### src/rtl/serial_adder_pkg.sv
// Shared types and helpers for the bit-serial adder.
// The optional subtract mode is enabled by defining SERIAL_ADDER_SUB_EN.
package serial_adder_pkg;

    typedef enum logic [1:0] {
        IDLE = 2'd0,
        RUN  = 2'd1,
        DONE = 2'd2
    } state_t;

    // Bit-counter width; never narrower than one bit.
    function automatic int cnt_width(input int width);
        return (width > 1) ? $clog2(width) : 1;
    endfunction

endpackage

### src/rtl/serial_fa_cell.sv
// One-bit combinational full adder: the only arithmetic in the serial adder.
module serial_fa_cell (
    input  logic x,
    input  logic y,
    input  logic z,
    output logic s,
    output logic c
);

    assign s = x ^ y ^ z;
    assign c = (x & y) | (x & z) | (y & z);

endmodule

### src/rtl/serial_adder.sv
// Bit-serial WIDTH-bit adder around a single full-adder cell, with start/busy/done handshake.
// Defining SERIAL_ADDER_SUB_EN adds the sub port (a - b via ~b and forced carry-in).
//
// state | meaning
// IDLE  | waiting for start
// RUN   | one bit pair per clock, LSB first
// DONE  | one-cycle done pulse; start here reloads immediately
module serial_adder
    import serial_adder_pkg::*;
#(
    parameter int WIDTH = 8
) (
    input  logic             clk,
    input  logic             rst_n,
    input  logic             start,
    input  logic [WIDTH-1:0] a,
    input  logic [WIDTH-1:0] b,
    input  logic             cin,
`ifdef SERIAL_ADDER_SUB_EN
    input  logic             sub,
`endif
    output logic             busy,
    output logic             done,
    output logic [WIDTH-1:0] sum,
    output logic             cout
);

    localparam int CNT_W = cnt_width(WIDTH);
    localparam logic [CNT_W-1:0] CNT_LAST = CNT_W'(WIDTH - 1);

    state_t           state_q, state_d;
    logic [WIDTH-1:0] a_sh_q, a_sh_d;
    logic [WIDTH-1:0] b_sh_q, b_sh_d;
    logic [WIDTH-1:0] ps_q, ps_d;
    logic [WIDTH-1:0] sum_q, sum_d;
    logic [CNT_W-1:0] cnt_q, cnt_d;
    logic             carry_q, carry_d;
    logic             cout_q, cout_d;

    logic             cell_s, cell_c;
    logic [WIDTH-1:0] b_load;
    logic             c_load;
    logic [WIDTH-1:0] ps_next;

    serial_fa_cell u_cell (
        .x (a_sh_q[0]),
        .y (b_sh_q[0]),
        .z (carry_q),
        .s (cell_s),
        .c (cell_c)
    );

    // Subtraction is a + ~b + 1, so cin is ignored when sub is captured.
    always_comb begin
        b_load = b;
        c_load = cin;
`ifdef SERIAL_ADDER_SUB_EN
        if (sub) begin
            b_load = ~b;
            c_load = 1'b1;
        end
`endif
    end

    assign ps_next = {cell_s, ps_q[WIDTH-1:1]};

    always_comb begin
        state_d = state_q;
        a_sh_d  = a_sh_q;
        b_sh_d  = b_sh_q;
        ps_d    = ps_q;
        sum_d   = sum_q;
        cnt_d   = cnt_q;
        carry_d = carry_q;
        cout_d  = cout_q;

        unique case (state_q)
            IDLE, DONE: begin
                if (start) begin
                    state_d = RUN;
                    a_sh_d  = a;
                    b_sh_d  = b_load;
                    carry_d = c_load;
                    cnt_d   = '0;
                end else begin
                    state_d = IDLE;
                end
            end
            RUN: begin
                a_sh_d  = {1'b0, a_sh_q[WIDTH-1:1]};
                b_sh_d  = {1'b0, b_sh_q[WIDTH-1:1]};
                ps_d    = ps_next;
                carry_d = cell_c;
                cnt_d   = cnt_q + CNT_W'(1);
                if (cnt_q == CNT_LAST) begin
                    state_d = DONE;
                    sum_d   = ps_next;
                    cout_d  = cell_c;
                end
            end
            default: state_d = IDLE;
        endcase
    end

    always_ff @(posedge clk or negedge rst_n) begin
        if (!rst_n) begin
            state_q <= IDLE;
            a_sh_q  <= '0;
            b_sh_q  <= '0;
            ps_q    <= '0;
            sum_q   <= '0;
            cnt_q   <= '0;
            carry_q <= 1'b0;
            cout_q  <= 1'b0;
        end else begin
            state_q <= state_d;
            a_sh_q  <= a_sh_d;
            b_sh_q  <= b_sh_d;
            ps_q    <= ps_d;
            sum_q   <= sum_d;
            cnt_q   <= cnt_d;
            carry_q <= carry_d;
            cout_q  <= cout_d;
        end
    end

    assign busy = (state_q == RUN);
    assign done = (state_q == DONE);
    assign sum  = sum_q;
    assign cout = cout_q;

endmodule

### config.mk
export PLATFORM = sky130hd
export DESIGN_NAME = serial_adder
export DESIGN_NICKNAME = d
export VERILOG_FILES = /design/src/rtl/serial_adder_pkg.sv /design/src/rtl/serial_fa_cell.sv /design/src/rtl/serial_adder.sv
export SDC_FILE = /design/constraint.sdc
export NUM_CORES = 1
export LEC_CHECK = 0
export ABC_AREA = 1
export BUFFER_PORTS_ARGS = -buffer_cell sky130_fd_sc_hd__buf_2
export CORE_MARGIN = 2
export CORE_UTILIZATION = 35
export CTS_CLUSTER_DIAMETER = 150
export CTS_CLUSTER_SIZE = 30
export DETAILED_ROUTE_END_ITERATION = 16
export GPL_ROUTABILITY_DRIVEN = 0
export MAX_ROUTING_LAYER = met4
export SYNTH_ARGS = -nofsm -noshare
export SYNTH_HDL_FRONTEND = slang
export SYNTH_SLANG_ARGS = --single-unit
export TNS_END_PERCENT = 5
### constraint.sdc
create_clock -name clk -period 1.67 [get_ports clk]
set_input_delay 0.334 -clock clk [delete_from_list [all_inputs] [get_ports clk]]
set_output_delay 0.334 -clock clk [all_outputs]
set_load 0.1 [all_outputs]
==> After elaboration in Yosys (flattened, before gate mapping) <==
Cells that the tools add are included.
W data, S select, Z words.
{ "totals": {"register_bits": 39, "latchBits": 0, "ramBits": 0, "mem_bits_ro": 0, "inputBits": 20, "output_inout_bits": 11, "wordCells": 37, "mem_count": 0} }
{ "classes": {"n_addsub": 1, "mul": 0, "div_mod_pow": 0, "order_cmp": 0, "eq_ne": 5, "n_shift": 0, "n_mux": 11, "bitwise_logic": 7, "n_reduce_logical": 5} }
{ "ops": {"columns": ["cell", "n"], "rows": [
  ["$pmux W8 S2", 2],
  ["$mux W8", 2],
  ["$pmux W3 S2", 1],
  ["$pmux W2 S2", 1],
  ["$reduce_and A2 Y1", 2],
  ["$add A3 B1 Y3 const B", 1],
  ["$and A1 B1 Y1", 3],
  ["$eq A3 B3 Y1 const B", 1],
  ["$mux W3", 1],
  ["$eq A2 B1 Y1 const B", 1],
  ["$eq A2 B2 Y1 const B", 1],
  ["$logic_not A2 Y1", 1],
  ["$mux W1", 2],
  ["$mux W2", 1],
  ["$ne A2 B1 Y1 const B", 1],
  ["$ne A2 B2 Y1 const B", 1],
  ["$or A1 B1 Y1", 2],
  ["$pmux W1 S2", 1],
  ["$reduce_bool A2 Y1", 1],
  ["$reduce_or A2 Y1", 1],
  ["$xor A1 B1 Y1", 2]
]} }

==> Logic depth before layout (Yosys ltp) <==
Gate-level depths: netlist of the first run.
{ "logic_depth": {"depth_word": 4, "mapped_depth": 8, "mapped_depth_nobuf": 6} }

==> Cells and area by module <==
From an unflattened synthesis of the first run, not the netlist that was laid out.
{ "unflattened": {"hier_cells": 219, "area_unflattened_um2": 1815.5} }
{ "modules_own_cells": {"columns": ["module", "n_inst", "cells_per_inst", "area_per_inst_um2", "seq_area_each_um2"], "rows": [
  ["serial_adder", 1, 218, 1795.5, 950.9],
  ["serial_fa_cell", 1, 1, 20.0, 0.0]
]} }

==> Least setup slack after synthesis of the first run <==
No wires, ideal clock.
{ "synth_path": {"path_kind": "flip-flop to output port", "from": "register state_q[0]", "to": "output port done", "arrival_ns": 1.956, "t_required_ns": 1.336, "slack_ns": -0.620, "stages_incl_launch_ff": 4, "path_buffers": 2, "path_cell_list": "dfrtp_1 buf_6 clkbuf_1 nor2_1"} }
{ "synth_between": {"elab_chain_cells": 1} }
{ "synth_lines": {"columns": ["element", "line_no", "source"], "rows": [
  ["from (decl)", "serial_adder.sv:31", "state_t state_q, state_d;"],
  ["from (signal assigned)", "serial_adder.sv:116", "state_q <= state_d;"],
  ["$eq A2 B2 Y1", "serial_adder.sv:128", "assign done = (state_q == DONE);"],
  ["to (decl)", "serial_adder.sv:23", "output logic done,"]
]} }
No other way between the ends.

==> Worst setup path after layout of the first run <==
{ "layout_path": {"from": "register state_q[1]", "to": "output port done"} }
Same word-level chain as after synthesis.

==> summary by stage, run 1 <==
Setup path
The data arrival time of the worst path is 1280 ps. The type of origin of the critical path is a register. Of all nets on the critical path, the largest fanout is 12.

STA classifies the critical path endpoint as a primary output. The worst setup path is of the reg -> out kind. At the worst endpoint, the required time is 1340 ps.

Synthesis
Ranked by total cell area, the synthesized netlist is headed by sky130_fd_sc_hd__dfrtp_1 (52%), sky130_fd_sc_hd__nand2_1 (15%), sky130_fd_sc_hd__nand3_1 (8.3%). During synthesis, Yosys emitted a total of 0 warnings. Synthesis inferred 38 register bits. The most common cell in the synthesized netlist is sky130_fd_sc_hd__nand2_1. The share of the synthesized area in the top cell type is 0.524.

The average cell area after synthesis is approximately 8.3 sq um. The cell type with the largest total area after synthesis is sky130_fd_sc_hd__dfrtp_1. The post-synth net total is around 240. Sorting the synthesized cells by how often they occur yields sky130_fd_sc_hd__nand2_1 (71), sky130_fd_sc_hd__inv_1 (39), sky130_fd_sc_hd__dfrtp_1 (38). The cell count after synthesis came out at 219. The mapped netlist covers around 1800 sq um. Counting flops with an async set or reset pin after synthesis yields a share of 1.00. Of the synthesized area, sequential elements account for 0.524. The most used flip-flop cell after synthesis is sky130_fd_sc_hd__dfrtp_1. The number of flops mapped to enable cells by yosys is 0. Yosys mapped the design onto 19 distinct sky130hd cell types.

Layout
The fill cell instance count of the final layout is between 500 and 600. The final standard cell utilization of the core is 0.433. The antenna diode count is 0. The final net count is 275.

Of the cells placed in the final design, the portion with a size suffix greater than 1 is 0.233. Relative to the synthesized area, the layout overhead comes to 20.3%.

CTS
The buffers inserted during post-CTS setup optimization is 0. The number of resized instances in the post-cts repair step is 0. The H-tree was split into 2 levels. After clock tree synthesis, the clock-pin slew on the worst setup and hold paths is 70 ps.

TritonCTS built the clock tree. The buffer levels on the longest clock path is 2. Clock tree synthesis inserted a total of 5 buffers. For this design, the sink count on the clock tree is 38.

The cell sitting at the root of the clock tree is a sky130_fd_sc_hd__clkbuf_8. The count of hold-fix buffers inserted at cts is 0. The source-to-sink clock delay at the later pin of the worst-skew pair is 290 ps.

Timing
Setup repair after global routing left no endpoint under its margin. In this run the tightest slew margin relative to its limit is 0.680. The worst setup skew after layout is 4.92 ps.

The final number of max-transition violations was 0. Setup violations remaining at the end of the flow were counted as 0. The tightest hold path in the finished design has a slack of -8.62 ps.

The maximum clock frequency is between 0.6 and 0.7 GHz. The slew at the pin closest to its max-slew limit is about 480 ps. After routing, the total negative slack on setup checks comes to 0 ps. The smallest clock period supported by the final layout is computed as roughly 1600 ps. Dividing the final minimum period by the clock period gives 0.969. The count of final hold-check violations is 15.

Floorplanning
The total die area is 5780 sq um. Measured along the x axis, the die boundary spans 76.0 um. In this run the vertical extent of the chip is about 76 um. In this run the count of I/O pins placed on the die edge is 31. The count of standard-cell rows is 26. In this run the standard cell core region covers 5040 sq um.

For this configuration, the core starts out at a cell density of 0.360.

Global route
The number of antenna violations at the first check in global routing is 0. Entering global routing, the biggest net connects 25 pins. The sum of overflow across all layers after global routing is 0.

The number of global-route vias before repair was between 1000 and 1500. The wire length of the first global-routing pass is between 6000 and 7000 um. Across every metal layer, demand over resource in global routing totals 0.133.

Drt
The detailed router finished its first iteration with approximately 70 violations. The post-detailed-route via-to-cell ratio is ~4.3. After detailed routing, the total wire length is approximately 3500 um. For this run, design rule violations remaining after detail routing come to 0. The first detailed-routing pass took 5 iterations. In this run the remaining antenna-violating nets after routing total 0.

The total number of vias is 1387. The average routed wire per standard cell is 10.9 um.

Power and ir drop
The power density over cell area is around 2300 nW/um^2. The reported leakage power is around 1.2 nW. The worst-case IR drop observed on VDD is about 900 uV.

Outcome
The run finished, with violations left. The checks that failed: negative hold slack.

Placement
The sum of net half-perimeters after detailed placement is 2500 um. The number of buffers inserted by port buffering is 30.

Worst hold path
The tightest min-delay check is of the in -> async type.

Job
Max-cap violations in this run came to 0.
## path summary, 6_finish.rpt
check                           start    endpoint  slack, ps  depth (start not counted)
max                        state_q[1]        done         50                          4
min                             rst_n     ps_q[6]         -9                          1
max reg2reg                  cnt_q[0]      sum[0]        310                          6
min reg2reg                    sum[6]      sum[6]        480                          2
max in group asynchronous       rst_n  state_q[0]       1200                          2
min in group clk                 a[7]   a_sh_q[7]        250                          3
## per-layer routing
metal	share of wire	track usage
met5	0	-
met4	0.021	0.0600
met3	0.049	0.0355
met2	0.46	0.196
met1	0.47	0.174
## area by class of cell
class                   count  area [sq um]  share of cell area
clock buffers               7          76.3              0.0349
clock inverters             1          30.0              0.0137
inverters                  42           160              0.0733
multi-input cells         130           648               0.297
flip-flops and latches     38           952               0.436
well taps                  70          87.6              0.0401
repair buffers             35           230               0.105
## stage by stage
| stage | total power (W) | cells | setup slack [ps] | cell area (sq um) | hold slack (ps) |
|---|---|---|---|---|---|
| final | 0.00493 | 323 | 52.4 | 2180 | -8.62 |
| after global routing | 0.00529 | 323 | 7.83 | 2180 | 21.1 |
| after CTS | 0.00500 | 323 | 30.8 | 2180 | 0.732 |
| after detailed placement | 0.00422 | 315 | 298 | 2080 | 322 |
| after global placement | 0.00417 | 315 | 299 | 2080 | 324 |
| after floorplan | 0.00372 | 219 | 59.8 | 1820 | 38.4 |
## worst max-delay path, cell delays in order, from the launching register on
cell and delay (ps):
sky130_fd_sc_hd__dfrtp_1 410, sky130_fd_sc_hd__inv_2 90, sky130_fd_sc_hd__buf_4 190, sky130_fd_sc_hd__nor2_4 120, sky130_fd_sc_hd__buf_12 180
## state kept, by name, indices dropped and copies added (netlist names)
| register | cells |
|---|---|
| ps_q | 7 |
| a_sh_q | 8 |
| b_sh_q | 8 |
| carry_q | 1 |
| state_q | 2 |
| sum | 8 |
| cout | 1 |
| cnt_q | 3 |
## logic make-up after synthesis
| group | Yosys count | share of synthesized area |
|---|---|---|
| and+or+nand+nor | 108 | 0.259 |
| buffers and inverters | 51 | 0.123 |
| DFF | 38 | 0.524 |
| AOI/OAI and AO/OA | 19 | 0.0689 |
| adders and majority gates | 3 | 0.0248 |
## report_power, final
part	internal, W	total (W)	switching [W]	leakage [nW]
combinational	0.000719	0.00257	0.00185	0.701
clock	0.000447	0.000761	0.000315	0.0524
sequential	0.00136	0.00160	0.000242	0.472
total	0.00252	0.00493	0.00240	1.23
## cell usage in the layout, fill, tap and decap left out
master,n
sky130_fd_sc_hd__a21oi_1,1
sky130_fd_sc_hd__buf_12,3
sky130_fd_sc_hd__buf_2,28
sky130_fd_sc_hd__buf_4,4
sky130_fd_sc_hd__bufinv_16,1
sky130_fd_sc_hd__clkbuf_1,2
sky130_fd_sc_hd__clkbuf_8,5
sky130_fd_sc_hd__dfrtp_1,37
sky130_fd_sc_hd__dfrtp_2,1
sky130_fd_sc_hd__fa_1,1
sky130_fd_sc_hd__ha_1,2
sky130_fd_sc_hd__inv_1,39
sky130_fd_sc_hd__inv_2,2
sky130_fd_sc_hd__inv_4,1
sky130_fd_sc_hd__nand2_1,71
sky130_fd_sc_hd__nand2_2,2
sky130_fd_sc_hd__nand2_4,2
sky130_fd_sc_hd__nand3_1,30
sky130_fd_sc_hd__nor2_1,1
sky130_fd_sc_hd__nor2_4,2
sky130_fd_sc_hd__o21ai_0,10
sky130_fd_sc_hd__o21ai_2,8
(Power assumes the default switching activity.)
==> inputs of run 2 (changes only) <==
--- a/config.mk
+++ b/config.mk
@@ -8,7 +8,7 @@
 export ABC_AREA = 1
 export BUFFER_PORTS_ARGS = -buffer_cell sky130_fd_sc_hd__buf_2
 export CORE_MARGIN = 2
-export CORE_UTILIZATION = 35
+export CORE_UTILIZATION = 42
 export CTS_CLUSTER_DIAMETER = 150
 export CTS_CLUSTER_SIZE = 30
 export DETAILED_ROUTE_END_ITERATION = 16
==> summary by stage, run 2 (same netlist as run 1, synthesis figures left out) <==
Layout
The antenna diode count came to 0 (unchanged). Leaving out fill and tap cells, the most frequent cell in the layout is sky130_fd_sc_hd__nand2_1. The area taken by multi-input logic gates is 648 sq um (unchanged). Relative to the synthesized area, the layout overhead comes to 21.6%. The final net count is 277 (+0.73%). The share of final-layout standard cells stronger than drive strength 1 is 0.239 (+0.00601).

The register cell area after layout is 951 sq um (-0.13%). In the layout the commonest cells are sky130_fd_sc_hd__nand2_1 (71), sky130_fd_sc_hd__inv_1 (39), sky130_fd_sc_hd__dfrtp_1 (38), sky130_fd_sc_hd__nand3_1 (30), sky130_fd_sc_hd__buf_2 (28). The fill cell instance count of the final layout was 398 (-21%).

Setup path
The largest fanout on the critical path is 5 (-7). The worst setup path is captured at a primary output. The setup path with the least slack is of type reg -> out.

The worst path required time is 1340 ps (about the same). The data arrival time of the worst path came to 1230 ps (-50 ps). The type of origin of the critical path is a register. The reg2reg setup slack is 350 ps (+40 ps).

CTS
The number of H-tree branching levels is 2 (unchanged). The cell at the root of the clock tree is sky130_fd_sc_hd__clkbuf_8. The count of hold-fix buffers inserted at cts came to 1 (+1). The buffers inserted during post-CTS setup optimization is 0 (unchanged). The TritonCTS sink count is 38 (unchanged). The source-to-sink clock delay at the later pin of the worst-skew pair came to 290 ps (about the same). The number of resized instances in the post-cts repair step is 0 (unchanged). The clock edge transition at the registers on the reported setup and hold paths is 70 ps (about the same). TritonCTS built the clock tree. The buffer levels on the longest clock path was 2 (unchanged). The number of CTS-inserted buffers is 5 (unchanged).

Global route
The met1 track utilization from global routing is 0.208 (+0.0342). The sum of overflow across all layers after global routing came to 0 (unchanged). The number of antenna violations at the first check in global routing is 0 (unchanged). The largest net degree at the start of global routing is 21 (-16%). The number of global-route vias before repair came to 1390 (+4.4%). met2 is the most crowded layer. The fraction of met3 tracks used by global routing is 0.0480 (+0.0124). The wire length of the first global-routing pass is 6170 um (+2.2%). The fraction of met2 tracks used by global routing is 0.257 (+0.0611). The total routing usage reported by global routing came to 0.165 (+0.0312).

Drt
The initial detailed-routing violation count is 81 (+13%). The post-detailed-route DRC marker count is 0 (unchanged). The average routed wire per standard cell is 10.9 um (+0.10%). The remaining antenna violation count after routing was 0 (unchanged). The post-detailed-route via-to-cell ratio is 4.57 (+6.4%). The total number of vias was 1394 (+0.50%). The aggregate routed wire length is 3330 um (-5.5%). The length of the first detailed-routing pass in iterations is 4 (-1).

Timing
Setup repair after global routing left no endpoint under its margin. The final-report setup violation count came to 0 (unchanged). The final critical path time including I/O delays and setup is 1570 ps (-48.9 ps). The max-slew headroom at the worst pin is 0.679 (about the same). The count of final hold-check violations is 0 (-15). The worst setup skew after layout came to 5.94 ps (+1.02 ps). The final period utilization is 0.939 (-0.0293). The final number of max-transition violations is 0 (unchanged).

The slew at the pin closest to its max-slew limit is 484 ps (+0.483 ps). The final hold slack is 255 ps (+263 ps). The maximum clock frequency is 0.637 GHz (+3.1%).

The accumulated negative setup slack came to 0 ps (unchanged).

Floorplanning
The boundary pin count is 31 (unchanged). The die outline width was 69.7 um (-8.3%). The starting utilization of the core area is 0.444 (+0.0842). The total die area came to 4860 sq um (-16%). The die height is 69.7 um (-8.3%). The core area is 4090 sq um (-19%). The count of standard-cell rows was 23 (-12%).

Power and ir drop
The power density over cell area was 2320 nW/um^2 (+2.7%). The reported leakage power is 1.25 nW (+2.1%). The peak ir drop on the vdd network is 1330 uV (+47%).

Job
The total of max-cap violations is 0 (unchanged).

Outcome
The flow ran to the end, and the final reports show no timing, DRC or antenna violations.

Placement
The number of buffers inserted by port buffering came to 30 (unchanged). The sum of net half-perimeters after detailed placement is 2330 um (-6.6%).

Worst hold path
The worst hold path belongs to the class in -> reg.
-- run 2: cell count changes in the layout (fill, tap and decap cells not counted), sizes merged --
| cell | previous run | this run |
|---|---|---|
| dlygate4sd3 | 0 | 1 |
| bufinv | 1 | 2 |
| clkinv | 0 | 1 |
| clkbuf | 7 | 5 |
| buf | 35 | 36 |
-- run 2: path summary, 6_finish.rpt --
| check | from | endpoint | cells after the start |
|---|---|---|---|
| worst max-delay path | state_q[0] | busy | 3 |
| worst max register to register | cnt_q[0] | sum[0] | 6 |
| max in group asynchronous | rst_n | b_sh_q[5] | 3 |
| worst min-delay path | a[7] | a_sh_q[7] | 3 |
| min in group asynchronous | rst_n | sum[2] | 2 |
| worst min register to register | sum[1] | sum[1] | 2 |
-- run 2: per-layer routing --
layer | wire length (um) | vias up | share of wire
met5 | 0 | - | 0
met4 | 36 | 0 | 0.011
met3 | 158 | 2 | 0.047
met2 | 1590 | 27 | 0.48
met1 | 1550 | 630 | 0.46
li1 | - | 735 | -
-- run 2: through the flow --
stage / instance area (sq um) / util / setup slack [ps] / instances / power [W]
6_report: 2210 / 0.540 / 101 / 305 / 0.00511
5_1_grt: 2210 / 0.540 / 9.81 / 305 / 0.00557
4_1_cts: 2210 / 0.540 / 73.4 / 305 / 0.00519
3_5_place_dp: 2060 / 0.504 / 346 / 296 / 0.00424
3_3_place_gp: 2060 / 0.504 / 363 / 296 / 0.00421
2_1_floorplan: 1820 / - / 59.8 / 219 / 0.00372
-- run 2: final cells by class --
cell class,instances,share of cell area
clock buffers,5,0.0312
clock inverters,3,0.0312
flip-flops and latches,38,0.431
inverters,42,0.0726
multi-input cells,130,0.294
repair buffers,37,0.112
well taps,50,0.0283
-- run 2: power by group --
group	switching [W]	leakage, nW	total [W]	internal (W)
registers	0.000232	0.473	0.00159	0.00136
clock network	0.000330	0.0683	0.000928	0.000598
logic	0.00186	0.711	0.00260	0.000740
total	0.00242	1.25	0.00511	0.00269
-- run 2: critical path: stages (launching register included) --
cell	delay, ps
sky130_fd_sc_hd__dfrtp_1	470
sky130_fd_sc_hd__inv_2	90
sky130_fd_sc_hd__nor2_4	180
sky130_fd_sc_hd__buf_12	200
==> inputs of run 3 (changes only) <==
--- a/config.mk
+++ b/config.mk
@@ -7,13 +7,16 @@
 export LEC_CHECK = 0
 export ABC_AREA = 1
 export BUFFER_PORTS_ARGS = -buffer_cell sky130_fd_sc_hd__buf_2
+export CELL_PAD_IN_SITES_DETAIL_PLACEMENT = 1
+export CELL_PAD_IN_SITES_GLOBAL_PLACEMENT = 2
 export CORE_MARGIN = 2
-export CORE_UTILIZATION = 42
+export CORE_UTILIZATION = 32
 export CTS_CLUSTER_DIAMETER = 150
 export CTS_CLUSTER_SIZE = 30
 export DETAILED_ROUTE_END_ITERATION = 16
 export GPL_ROUTABILITY_DRIVEN = 0
 export MAX_ROUTING_LAYER = met4
+export PLACE_DENSITY_LB_ADDON = 0.1
 export SYNTH_ARGS = -nofsm -noshare
 export SYNTH_HDL_FRONTEND = slang
 export SYNTH_SLANG_ARGS = --single-unit
==> summary by stage, run 3 (same netlist as run 1, synthesis figures left out) <==
Setup path
The type of origin of the critical path is a register. By startpoint and endpoint, the worst setup path is classified as reg -> out. The type of destination of the critical path is a primary output. The worst path required time is 1340 ps (about the same). The largest fanout on the critical path is 5 (unchanged). The reg2reg setup slack came to 300 ps (-50 ps). The data arrival time of the worst path came to 1230 ps (about the same). The cell count of the worst reg-to-reg path is 6 (unchanged). The reg-to-reg endpoint is sum[0].

In this run the critical register-to-register path is launched from cnt_q[0].

Power and ir drop
The reported leakage power is 1.24 nW (-0.73%). The peak ir drop on the vdd network is 1160 uV (-13%). The power density over cell area came to 2350 nW/um^2 (+1.4%).

Floorplanning
The core area is 5510 sq um (+35%). The total die area is 6290 sq um (+29%). The count of standard-cell rows is 27 (+17%). The die outline width is 79.3 um (+14%). The boundary pin count is 31 (unchanged). The die height is 79.3 um (+14%).

The starting utilization of the core area was 0.330 (-0.115).

Drt
The aggregate routed wire length is 4060 um (+22%). The post-detailed-route via-to-cell ratio was 4.33 (-5.2%). The initial detailed-routing violation count is 25 (-69%).

The total number of vias is 1413 (+1.4%). The length of the first detailed-routing pass in iterations is 4 (unchanged). The post-detailed-route DRC marker count is 0 (unchanged). The average routed wire per standard cell came to 12.5 um (+14%).

The remaining antenna violation count after routing is 0 (unchanged).

Timing
The maximum clock frequency is 0.640 GHz (+0.37%). The accumulated negative setup slack is 0 ps (unchanged). The worst setup skew after layout came to 6.44 ps (+0.499 ps). The max-slew headroom at the worst pin is 0.662 (-0.0176). The slew at the pin closest to its max-slew limit is 507 ps (+23.0 ps). The final number of max-transition violations is 0 (unchanged). Setup repair after global routing left no endpoint under its margin. The count of final hold-check violations is 0 (unchanged). The final period utilization is 0.936 (-0.00349). The final-report setup violation count was 0 (unchanged). The final critical path time including I/O delays and setup is 1560 ps (-5.82 ps).

CTS
The number of resized instances in the post-cts repair step came to 0 (unchanged). The TritonCTS clock tree is done. The number of CTS-inserted buffers is 5 (unchanged). The TritonCTS sink count came to 38 (unchanged). The cell at the root of the clock tree is sky130_fd_sc_hd__clkbuf_8. The source-to-sink clock delay at the later pin of the worst-skew pair is 290 ps (about the same). The clock edge transition at the registers on the reported setup and hold paths came to 80 ps (about the same). The number of H-tree branching levels came to 2 (unchanged). The count of hold-fix buffers inserted at cts is 0 (-1). The buffers inserted during post-CTS setup optimization is 0 (unchanged). The buffer levels on the longest clock path is 2 (unchanged).

Layout
The antenna diode count is 0 (unchanged). In the layout the commonest cells are sky130_fd_sc_hd__nand2_1 (71), sky130_fd_sc_hd__inv_1 (39), sky130_fd_sc_hd__dfrtp_1 (38), sky130_fd_sc_hd__nand3_1 (30), sky130_fd_sc_hd__buf_2 (28). The fill cell instance count of the final layout came to 684 (+72%). Leaving out fill and tap cells, the most frequent cell in the layout is sky130_fd_sc_hd__nand2_1. The final design instance area without fill is 2210 sq um (+0.23%).

The growth of design area from synthesis to finish is 21.8%. The final net count is 276 (-0.36%). The share of final-layout standard cells stronger than drive strength 1 is 0.240 (+0.000942).

Global route
The wire length of the first global-routing pass is 6860 um (+11%). The total routing usage reported by global routing is 0.144 (-0.0206). The largest net degree at the start of global routing came to 39 (+86%).

The number of global-route vias before repair is 1421 (+2.2%). The number of antenna violations at the first check in global routing is 0 (unchanged). The sum of overflow across all layers after global routing is 0 (unchanged).

Job
The total of max-cap violations is 0 (unchanged).

Outcome
The run finished with clean final reports.

Placement
The number of buffers inserted by port buffering is 30 (unchanged). The sum of net half-perimeters after detailed placement was 2870 um (+23%). The area of placed instances is 2070 sq um (+0.73%).

Worst hold path
The min-delay analysis places its worst path in the category in -> async.
==> run 3: cell count changes in the layout (fill, tap and decap cells not counted), sizes merged <==
| cell | before | now |
|---|---|---|
| dlygate4sd3 | 1 | 0 |
==> run 3: worst max-delay path: stages (launching register included) <==
cell	delay, ps
sky130_fd_sc_hd__dfrtp_1	460
sky130_fd_sc_hd__inv_2	90
sky130_fd_sc_hd__nor2_4	190
sky130_fd_sc_hd__buf_12	200
==> run 3: cell type report <==
type,instances,area [sq um],area share
clock inverters,3,68.8,0.0311
flip-flops and latches,38,951,0.430
clock buffers,5,68.8,0.0311
well taps,72,90.1,0.0407
inverters,42,160,0.0724
multi-input cells,130,648,0.293
repair buffers,36,225,0.102
==> run 3: per-stage QoR <==
| step | power (W) | hold slack [ps] | setup WS, ps | utilization | std cells |
|---|---|---|---|---|---|
| finish | 0.00520 | 89.2 | 107 | 0.402 | 326 |
| global route | 0.00562 | 126 | 36.1 | 0.402 | 326 |
| CTS | 0.00531 | 102 | 90.4 | 0.402 | 326 |
| detailed placement | 0.00432 | 429 | 302 | 0.377 | 318 |
| global placement | 0.00426 | 431 | 304 | 0.377 | 318 |
| floorplan | 0.00372 | 38.4 | 59.8 | - | 219 |
==> run 3: layer usage <==
metal | routed length [um] | part of all wire | vias up | track usage
met4 | 42 | 0.010 | 0 | 0.0414
met1 | 2040 | 0.50 | 652 | 0.196
li1 | - | - | 731 | -
met2 | 1830 | 0.45 | 25 | 0.214
met3 | 148 | 0.036 | 5 | 0.0375
met5 | 0 | 0 | - | -
==> run 3: worst max-delay path by stage <==
stage	startpoint	to	slack, ps	cells after the start
final	state_q[0]	busy	110	3
after global placement	cnt_q[0]	sum[0]	300	6
after CTS	state_q[0]	busy	90	3
after global routing	state_q[0]	busy	40	3
after floorplan	state_q[0]	sum[7]	60	7
after detailed placement	cnt_q[0]	sum[0]	300	6
==> run 3: report_power, final <==
group          internal (W)  switching (W)
registers           0.00136       0.000242
logic              0.000731        0.00191
clock network      0.000599       0.000357
